### src/rtl/cube_scan_sequencer.sv
// rtl/cube_scan_sequencer.sv - face scan sequencer: move, settle, average, two-pass colour translate, store
// Optional feature macro: SCAN_TIMEOUT_EN (move timeout with sticky error flag)
module cube_scan_sequencer #(
    parameter int NUM_POS        = 4,
    parameter int LOG2_SAMPLES   = 2,
    parameter int SETTLE_CYCLES  = 1000,
    parameter int TIMEOUT_CYCLES = 1000000
) (
    input  logic       clock,
    input  logic       reset,
    input  logic       start,
    output logic       busy,
    output logic       done,
    output logic       error,
    output logic       move_req,
    output logic [2:0] move_pos,
    input  logic       move_done,
    input  logic       sample_valid,
    input  logic [7:0] s_r_edge,
    input  logic [7:0] s_g_edge,
    input  logic [7:0] s_b_edge,
    input  logic [7:0] s_r_corner,
    input  logic [7:0] s_g_corner,
    input  logic [7:0] s_b_corner,
    output logic [7:0] tr_r_edge,
    output logic [7:0] tr_g_edge,
    output logic [7:0] tr_b_edge,
    output logic [7:0] tr_r_corner,
    output logic [7:0] tr_g_corner,
    output logic [7:0] tr_b_corner,
    output logic [2:0] tr_known_edge_color,
    input  logic [2:0] tr_color_edge,
    input  logic [2:0] tr_color_corner,
    output logic       res_we,
    output logic [3:0] res_addr,
    output logic [2:0] res_data
);

    localparam int AW = 8 + LOG2_SAMPLES;
    localparam int CW = LOG2_SAMPLES + 1;
    localparam int SW = $clog2(SETTLE_CYCLES + 1);
    localparam logic [CW-1:0] LAST_SAMPLE = CW'((1 << LOG2_SAMPLES) - 1);
    localparam logic [SW-1:0] LAST_SETTLE = SW'(SETTLE_CYCLES - 1);
    localparam logic [2:0]    LAST_POS    = 3'(NUM_POS - 1);
    localparam logic [2:0]    UNKNOWN     = 3'd7;

    typedef enum logic [3:0] {
        IDLE,
        MOVE,
        SETTLE,
        SAMPLE,
        EDGE_EVAL,
        EDGE_CAP,
        CORNER_EVAL,
        CORNER_CAP,
        FINISH
    } state_t;

    state_t        state;
    logic [2:0]    pos;
    logic [SW-1:0] settle_cnt;
    logic [CW-1:0] sample_cnt;
    logic [AW-1:0] acc_r_edge, acc_g_edge, acc_b_edge;
    logic [AW-1:0] acc_r_corner, acc_g_corner, acc_b_corner;
    logic [AW-1:0] sum_r_edge, sum_g_edge, sum_b_edge;
    logic [AW-1:0] sum_r_corner, sum_g_corner, sum_b_corner;

`ifdef SCAN_TIMEOUT_EN
    localparam int TW = $clog2(TIMEOUT_CYCLES + 1);
    localparam logic [TW-1:0] LAST_TIMEOUT = TW'(TIMEOUT_CYCLES - 1);
    logic [TW-1:0] timeout_cnt;
`else
    assign error = 1'b0;
`endif

    assign busy = (state != IDLE);

    // Running sums including the sample presented this cycle, so the last
    // sample can feed the average without an extra accumulate cycle.
    assign sum_r_edge   = acc_r_edge   + AW'(s_r_edge);
    assign sum_g_edge   = acc_g_edge   + AW'(s_g_edge);
    assign sum_b_edge   = acc_b_edge   + AW'(s_b_edge);
    assign sum_r_corner = acc_r_corner + AW'(s_r_corner);
    assign sum_g_corner = acc_g_corner + AW'(s_g_corner);
    assign sum_b_corner = acc_b_corner + AW'(s_b_corner);

    // Scan state machine with all outputs registered.
    always_ff @(posedge clock or posedge reset) begin
        if (reset) begin
            state               <= IDLE;
            pos                 <= 3'd0;
            settle_cnt          <= '0;
            sample_cnt          <= '0;
            acc_r_edge          <= '0;
            acc_g_edge          <= '0;
            acc_b_edge          <= '0;
            acc_r_corner        <= '0;
            acc_g_corner        <= '0;
            acc_b_corner        <= '0;
            done                <= 1'b0;
            move_req            <= 1'b0;
            move_pos            <= 3'd0;
            tr_r_edge           <= 8'd0;
            tr_g_edge           <= 8'd0;
            tr_b_edge           <= 8'd0;
            tr_r_corner         <= 8'd0;
            tr_g_corner         <= 8'd0;
            tr_b_corner         <= 8'd0;
            tr_known_edge_color <= UNKNOWN;
            res_we              <= 1'b0;
            res_addr            <= 4'd0;
            res_data            <= 3'd0;
`ifdef SCAN_TIMEOUT_EN
            error               <= 1'b0;
            timeout_cnt         <= '0;
`endif
        end else begin
            move_req <= 1'b0;
            res_we   <= 1'b0;
            done     <= 1'b0;
            case (state)
                IDLE: begin
                    if (start) begin
                        pos      <= 3'd0;
                        move_req <= 1'b1;
                        move_pos <= 3'd0;
                        state    <= MOVE;
`ifdef SCAN_TIMEOUT_EN
                        error       <= 1'b0;
                        timeout_cnt <= '0;
`endif
                    end
                end
                MOVE: begin
                    // move_done wins over a timeout expiring in the same cycle
                    if (move_done) begin
                        settle_cnt <= '0;
                        state      <= SETTLE;
                    end
`ifdef SCAN_TIMEOUT_EN
                    else if (timeout_cnt == LAST_TIMEOUT) begin
                        error <= 1'b1;
                        state <= IDLE;
                    end else begin
                        timeout_cnt <= timeout_cnt + TW'(1);
                    end
`endif
                end
                SETTLE: begin
                    if (settle_cnt == LAST_SETTLE) begin
                        acc_r_edge   <= '0;
                        acc_g_edge   <= '0;
                        acc_b_edge   <= '0;
                        acc_r_corner <= '0;
                        acc_g_corner <= '0;
                        acc_b_corner <= '0;
                        sample_cnt   <= '0;
                        state        <= SAMPLE;
                    end else begin
                        settle_cnt <= settle_cnt + SW'(1);
                    end
                end
                SAMPLE: begin
                    if (sample_valid) begin
                        acc_r_edge   <= sum_r_edge;
                        acc_g_edge   <= sum_g_edge;
                        acc_b_edge   <= sum_b_edge;
                        acc_r_corner <= sum_r_corner;
                        acc_g_corner <= sum_g_corner;
                        acc_b_corner <= sum_b_corner;
                        if (sample_cnt == LAST_SAMPLE) begin
                            tr_r_edge           <= 8'(sum_r_edge   >> LOG2_SAMPLES);
                            tr_g_edge           <= 8'(sum_g_edge   >> LOG2_SAMPLES);
                            tr_b_edge           <= 8'(sum_b_edge   >> LOG2_SAMPLES);
                            tr_r_corner         <= 8'(sum_r_corner >> LOG2_SAMPLES);
                            tr_g_corner         <= 8'(sum_g_corner >> LOG2_SAMPLES);
                            tr_b_corner         <= 8'(sum_b_corner >> LOG2_SAMPLES);
                            tr_known_edge_color <= UNKNOWN;
                            state               <= EDGE_EVAL;
                        end else begin
                            sample_cnt <= sample_cnt + CW'(1);
                        end
                    end
                end
                EDGE_EVAL: begin
                    state <= EDGE_CAP;
                end
                EDGE_CAP: begin
                    // edge colour is both stored and fed back for the corner pass
                    res_we              <= 1'b1;
                    res_addr            <= {pos, 1'b0};
                    res_data            <= tr_color_edge;
                    tr_known_edge_color <= tr_color_edge;
                    state               <= CORNER_EVAL;
                end
                CORNER_EVAL: begin
                    state <= CORNER_CAP;
                end
                CORNER_CAP: begin
                    res_we   <= 1'b1;
                    res_addr <= {pos, 1'b1};
                    res_data <= tr_color_corner;
                    if (pos == LAST_POS) begin
                        state <= FINISH;
                    end else begin
                        pos      <= pos + 3'd1;
                        move_req <= 1'b1;
                        move_pos <= pos + 3'd1;
                        state    <= MOVE;
`ifdef SCAN_TIMEOUT_EN
                        timeout_cnt <= '0;
`endif
                    end
                end
                FINISH: begin
                    done                <= 1'b1;
                    tr_known_edge_color <= UNKNOWN;
                    state               <= IDLE;
                end
                default: begin
                    state <= IDLE;
                end
            endcase
        end
    end

endmodule

### config.mk
export PLATFORM = sky130hd
export DESIGN_NAME = cube_scan_sequencer
export DESIGN_NICKNAME = d
export VERILOG_FILES = /design/src/rtl/cube_scan_sequencer.sv
export SDC_FILE = /design/constraint.sdc
export NUM_CORES = 1
export LEC_CHECK = 0
export ABC_AREA = 0
export BUFFER_PORTS_ARGS = -buffer_cell sky130_fd_sc_hd__buf_4
export CORE_ASPECT_RATIO = 2
export CORE_MARGIN = 1.5
export CORE_UTILIZATION = 38
export CTS_BUF_LIST = sky130_fd_sc_hd__clkbuf_8
export CTS_CLUSTER_SIZE = 16
export DETAILED_ROUTE_END_ITERATION = 8
export GPL_ROUTABILITY_DRIVEN = 0
export PLACE_DENSITY = 0.68
export SLEW_MARGIN = 20
export SYNTH_ARGS = -nofsm -noshare
export SYNTH_HDL_FRONTEND = slang
export SYNTH_SLANG_ARGS = --single-unit
### constraint.sdc
create_clock -name clock -period 11.7 [get_ports clock]
set_input_delay 1.755 -clock clock [delete_from_list [all_inputs] [get_ports clock]]
set_output_delay 1.755 -clock clock [all_outputs]
set_load 0.01 [all_outputs]
==> impl_metrics.csv, run 1 <==
group,metric,value,unit
run_status,status,"completed",
global_routing,antenna_found_initial,0,
cells_and_area,final_nets,1080,
synthesis,syn_area,8300,um^2
die,ios,125,
global_routing,grt_max_degree,84,
synthesis,yosys_warnings,0,
critical_path,r2r-start,"state[3]",
sta,finalHoldViolations,0,
placed_design,place_ws,7.90,ns
cells_and_area,synthToLayoutAreaGrowth,17.8,%
cells_and_area,fin_cells,1248,
job,max_cap_violations,0,
cells_and_area,diodes,0,
critical_path,cp.arrival,3.56,ns
synthesis,synth_top_area_share,41.6,%
sta,fin_skew,0.0105,ns
clock_network,cts_buffers,17,
clock_network,cts-resized-gates,0,
critical_path,r2r-end,"tr_g_edge[5]",
critical_path,path_cells,"buf_4 -> nand2_1 -> and2_4 -> o21ai_0",
clock_network,cts_root_buf,"clkbuf_8",
pwr,vdd_drop_max,0.127,mV
detailed_routing,drc,0,
detailed_routing,drt_wl_total,20.5,mm
cells_and_area,drive_above_1_share,22.4,%
cells_and_area,fillers,2140,
global_routing,grt_use_total,19.2,%
clock_network,clock_path_buffers,2,
clock_network,post_cts_buffers,0,
critical_path,crit_path_start_kind,"input pin",
die,std_cell_rows,76,
sta,fin_crit,3.25,ns
hold_path,hold_start,"tr_r_edge[1]",
placed_design,dp_hpwl,14.5,mm
synthesis,synth_edf_count,0,
placed_design,place_area,9410,um^2
placed_design,io_buffers,123,
global_routing,grt-ovfl-total,0,
critical_path,cp_max_fo,83,
sta,fmax,0.308,GHz
synthesis,ys_seq_area_share,42.5,%
synthesis,synthTopCellsByCount,"dfrtp_1, nand2_1, o21ai_0",
critical_path,critical_path_buf_inv_count,1,
clock_network,cts_tree,"done",
detailed_routing,initialDrtViolationCount,245,
placed_design,dp_cells,1216,
synthesis,syn_avg_cell_area,9.73,um^2
die,core-area,21500,um^2
sta,final-setup-viol-count,0,
sta,fin_setup_tns,0,ns
critical_path,worst_ep_required_time,12.01,ns
sta,slew_headroom,33.2,%
die,initial_core_util,38.6,%
synthesis,synthArstFlopShare,100,%
critical_path,cp_top_family,"simple AND/OR/NAND/NOR gates",
clock_network,clk_pin_slew,0.09,ns
clock_network,postCtsHoldBufs,0,
sta,min_period_over_period,27.8,%
critical_path,cp_num_cells,4,
detailed_routing,first_pass_iters,5,
detailed_routing,post_drt_via_cell_ratio,5.46,
critical_path,reg2regPathDepth,5,
synthesis,synth.most_common_cell,"dfrtp_1",
synthesis,synth_fp_nets,971,
sta,worst_pin_slew,1.00,ns
synthesis,synth_area_leaders,"dfrtp_1, ha_1, nand2_1",
global_routing,first_global_vias,7001,
critical_path,cpPeakStageDelay,0.90,ns
critical_path,worst-r2r-setup-slack,8.70,ns
critical_path,crit_path_end_kind,"flop",
sta,holdWs,0.485,ns
synthesis,ys_ff_latch,141,
pwr,p_leak,4.60,nW
detailed_routing,via_count,6811,
synthesis,yosys.area.top_type,"dfrtp_1",
cells_and_area,stdcell_area,9780,um^2
synthesis,synthFlopType,"dfrtp_1",
pwr,p_per_area,240,nW/um^2
synthesis,synth.distinct_cells,65,
die,die_area,22800,um^2
critical_path,crit_type,"input pin to flop",
die,die_h,212,um
clock_network,clk_latency,0.48,ns
sta,fin_ws,8.45,ns
synthesis,syn-instance-count,853,
detailed_routing,drtAntennaViolNets,0,
global_routing,grt_first_pass_wirelength,34.0,mm
hold_path,whs_path_depth,2,
clock_network,cts_sinks,141,
sta,drv_slew,0,
sta,rsz0062_at_grt,"no",
critical_path,cp_slowest_cell,"and2_4",
hold_path,holdCritPathClass,"flop to flop",
die,fp.dieW,108,um
detailed_routing,routedWlPerCell,16.4,um
hold_path,holdPathEnd,"tr_r_edge[1]",
clock_network,cts.htree.levels,4,
[cell usage in the layout (no fill, tap or decap), types with 6 or more instances in the layout]
master    netlist  layout
o31ai_1         6       6
o21ai_0        76      76
inv_1          27      27
nand3_1        25      24
o211ai_1       17      17
fa_1            6       6
mux2_2         15      15
xnor2_1        16      16
nor3_1         11      11
a31oi_1        10      10
dfrtp_1       138     138
a211o_1         8       8
clkbuf_8        0      17
o21a_1         12      12
a211oi_1        7       7
nor2b_1        10      10
ha_1           53      53
inv_6           0       6
a22o_1         12      12
nor2_1         57      56
xor2_1         18      18
a21o_1         15      15
a21oi_1        33      33
nand2_1       122     122
buf_4           2     129
or4_1          13      13
o31ai_2        21      21
and3_1          7       7
[worst reg2reg max path, stage by stage (launching register included)]
cell and delay [ns]:
dfrtp_1 0.55, and4bb_2 0.66, nand3_2 0.56, buf_4 0.50
or4_1 0.56, nand3_1 0.09
[power breakdown]
group,internal [mW],switching [mW]
Sequential,0.682,0.148
Clock,0.171,0.215
Combinational,0.498,0.639
[routing by layer]
metal  track usage [%]  up-vias  part of all wire, %
li1                  -     3307                    -
met1              21.4     3332                   40
met2              34.3      138                   53
met3              5.21       34                  5.0
met4              7.40        0                  2.3
met5                 0        -                    0
[worst max-delay path by stage]
stage	from	to	slack (ns)
2_1_floorplan	reset	acc_b_corner[0]	6.17
3_3_place_gp	sample_valid	acc_b_edge[0]	7.98
3_5_place_dp	sample_valid	acc_g_corner[0]	7.90
4_1_cts	sample_valid	acc_g_corner[0]	8.44
5_1_grt	sample_valid	acc_r_edge[0]	8.30
6_report	sample_valid	acc_g_corner[0]	8.45
[registers in the layout (all words and copies together) (netlist names), 10 cells and up]
register and cells:
acc_r_edge 10, acc_g_corner 10, acc_b_corner 10, acc_b_edge 10, acc_g_edge 10, settle_cnt 10, acc_r_corner 10
[cell type report]
class	instances	area, um^2	area share [%]
Tap cell	273	342	3.49
Sequential cell	141	3530	36.1
Timing Repair Buffer	129	968	9.90
Clock buffer	17	234	2.39
Inverter	27	106	1.09
Multi-Input combinational cell	646	4460	45.6
Clock inverter	15	140	1.43
[cells by family after synthesis]
logic type | count (synthesis) | synth area share, %
mux | 20 | 2.64
flops | 141 | 42.5
xor+xnor | 34 | 3.59
compound gates | 253 | 21.6
simple gates | 279 | 16.3
fa+ha+maj | 59 | 9.43
other cells | 1 | 0.0452
buf+inv | 66 | 3.90
[through the flow]
step | util [%] | power, mW
floorplan | - | 1.63
finish | 45.5 | 2.35
detailed placement | 43.8 | 1.98
CTS | 45.5 | 2.38
global placement | 43.8 | 1.95
global route | 45.5 | 2.55
Note: power is estimated with default switching activity, not from simulation.
==> run 2, diff against run 1 <==
--- a/config.mk
+++ b/config.mk
@@ -14,7 +14,7 @@
 export CTS_CLUSTER_SIZE = 16
 export DETAILED_ROUTE_END_ITERATION = 8
 export GPL_ROUTABILITY_DRIVEN = 0
-export PLACE_DENSITY = 0.68
+export PLACE_DENSITY = 0.7
 export SLEW_MARGIN = 20
 export SYNTH_ARGS = -nofsm -noshare
 export SYNTH_HDL_FRONTEND = slang
==> constraint.sdc (replaced) <==
create_clock -name clock -period 2.9 [get_ports clock]
set_input_delay 0.435 -clock clock [delete_from_list [all_inputs] [get_ports clock]]
set_output_delay 0.435 -clock clock [all_outputs]
set_load 0.01 [all_outputs]
==> run 2 against run 1 <==
Clock skew is 0.0028 ns higher. Flip-flop and latch count stayed put. Setup slack worse by 7.9 ns. Clock-buffer cell count up 1. Cell count rose by 0.96%. Sequential share of layout area is 0.63 points lower. Via count shrank 0.69%. Combinational power rose to 4.1 times the previous value. Sequential power grew to 4.0 times the previous value. Clock power rose to 4.6 times the previous value. Utilization up 0.81 points.
==> impl_metrics.csv, run 2 (same netlist as run 1, synthesis figures left out) <==
group,metric,value,unit
detailed_routing,drt_wl_total,20.3,mm
detailed_routing,drc,0,
detailed_routing,routedWlPerCell,16.1,um
pwr,p_per_area,979,nW/um^2
critical_path,cp_top_family,"simple AND/OR/NAND/NOR gates",
critical_path,crit_path_start_kind,"flop",
detailed_routing,initialDrtViolationCount,218,
critical_path,critical_path_buf_inv_count,0,
cells_and_area,layout_common_cells,"dfrtp_1, buf_4, nand2_1",
critical_path,path_cells,"ha_1 -> and4bb_2 -> nand4_4 -> and2_4 -> o21ai_0",
sta,fin_skew,0.0132,ns
detailed_routing,first_pass_iters,4,
placed_design,place_ws,0.436,ns
sta,rsz0062_at_grt,"no",
global_routing,grt_max_degree,84,
die,core-area,21500,um^2
sta,final-setup-viol-count,0,
critical_path,critPathLaunch,"settle_cnt[0]",
cells_and_area,drive_above_1_share,23.2,%
clock_network,clk_pin_slew,0.08,ns
clock_network,cts_root_buf,"clkbuf_8",
critical_path,cp_max_fo,83,
die,std_cell_rows,76,
critical_path,worst-r2r-setup-slack,0.54,ns
critical_path,cp.arrival,2.66,ns
clock_network,clock_path_buffers,2,
sta,fin_setup_tns,0,ns
die,ios,125,
die,fp.dieW,108,um
run_status,status,"completed",
pwr,p_leak,4.71,nW
critical_path,worst_ep_required_time,3.20,ns
detailed_routing,via_count,6764,
critical_path,crit_path_end_kind,"flop",
clock_network,clk_latency,0.48,ns
critical_path,cp_num_cells,5,
critical_path,cp-endpoint,"acc_r_edge[1]",
cells_and_area,final_nets,1091,
clock_network,cts_buffers,17,
cells_and_area,fillers,2079,
placed_design,io_buffers,123,
critical_path,crit_type,"flop to flop",
clock_network,post_cts_buffers,0,
clock_network,cts-resized-gates,0,
clock_network,postCtsHoldBufs,0,
detailed_routing,post_drt_via_cell_ratio,5.37,
critical_path,r2r-start,"settle_cnt[0]",
global_routing,antenna_found_initial,1,
global_routing,grt_use_total,18.8,%
placed_design,dp_hpwl,15.0,mm
critical_path,r2r-end,"acc_r_edge[1]",
sta,worst_pin_slew,1.00,ns
clock_network,cts_sinks,141,
detailed_routing,drtAntennaViolNets,0,
job,max_cap_violations,0,
die,die_h,212,um
critical_path,cpPeakStageDelay,0.83,ns
sta,finalHoldViolations,0,
cells_and_area,synthToLayoutAreaGrowth,19.9,%
sta,fmax,0.424,GHz
pwr,vdd_drop_max,0.506,mV
critical_path,cp_slowest_cell,"and2_4",
global_routing,first_global_vias,6919,
critical_path,reg2regPathDepth,5,
clock_network,cts_tree,"done",
die,initial_core_util,38.6,%
sta,fin_crit,2.36,ns
sta,drv_slew,0,
global_routing,grt_first_pass_wirelength,33.5,mm
hold_path,holdCritPathClass,"input pin to asynchronous set/reset pin",
global_routing,grt-ovfl-total,0,
die,die_area,22800,um^2
sta,slew_headroom,33.2,%
sta,min_period_over_period,81.4,%
clock_network,cts.htree.levels,4,
sta,fin_ws,0.539,ns
-- run 2: cell types whose count changed in the layout (fill, tap and decap cells not counted), sizes merged --
cell	previous run	this run
diode	0	1
clkinv	2	6
buf	129	140
clkinvlp	5	1
bufinv	1	4
inv	34	30
clkbuf	17	18
-- run 2: report_power, final --
| group | switching [mW] | internal (mW) |
|---|---|---|
| logic | 2.57 | 2.05 |
| clock network | 0.811 | 0.963 |
| registers | 0.606 | 2.75 |
-- run 2: per-layer routing --
metal,part of all wire (%),GRT usage [%],vias up
met2,53,33.8,130
li1,-,-,3328
met4,2.4,6.90,2
met5,0.064,0,-
met1,40,20.9,3273
met3,4.6,5.06,31
-- run 2: how the worst min path moves through the flow --
stage | slack [ns] | end | start
floorplan | 0.45 | acc_b_corner[0] | acc_b_corner[0]
global placement | 0.47 | acc_b_corner[0] | acc_b_corner[0]
detailed placement | 0.47 | res_addr[2] | res_addr[2]
CTS | 0.11 | tr_b_corner[2] | reset
global route | 0.14 | tr_b_corner[2] | reset
finish | 0.12 | tr_b_corner[2] | reset
-- run 2: worst register-to-register path, stage by stage, from the launching register on --
cell and delay, ns:
dfrtp_1 0.42, ha_1 0.25, and4bb_2 0.28, nand4_4 0.14, and2_4 0.83, o21ai_0 0.27
-- run 2: per-stage QoR --
step	util (%)	total power [mW]	instance area, um^2	cells	hold WS [ns]
detailed placement	44.3	8.03	9510	1227	0.470
finish	46.3	9.75	9960	1260	0.118
global placement	44.3	7.91	9510	1227	0.465
CTS	46.3	9.84	9950	1259	0.111
global route	46.3	10.5	9950	1259	0.139
floorplan	-	6.56	8310	853	0.454
-- run 2: layout make-up --
type	instances	area [um^2]	share of cell area, %
Sequential cell	141	3530	35.5
Clock inverter	14	191	1.92
Timing Repair Buffer	140	1080	10.8
Inverter	27	105	1.06
Tap cell	273	342	3.43
Clock buffer	18	248	2.49
Antenna cell	1	2.50	0.0251
Multi-Input combinational cell	646	4460	44.8
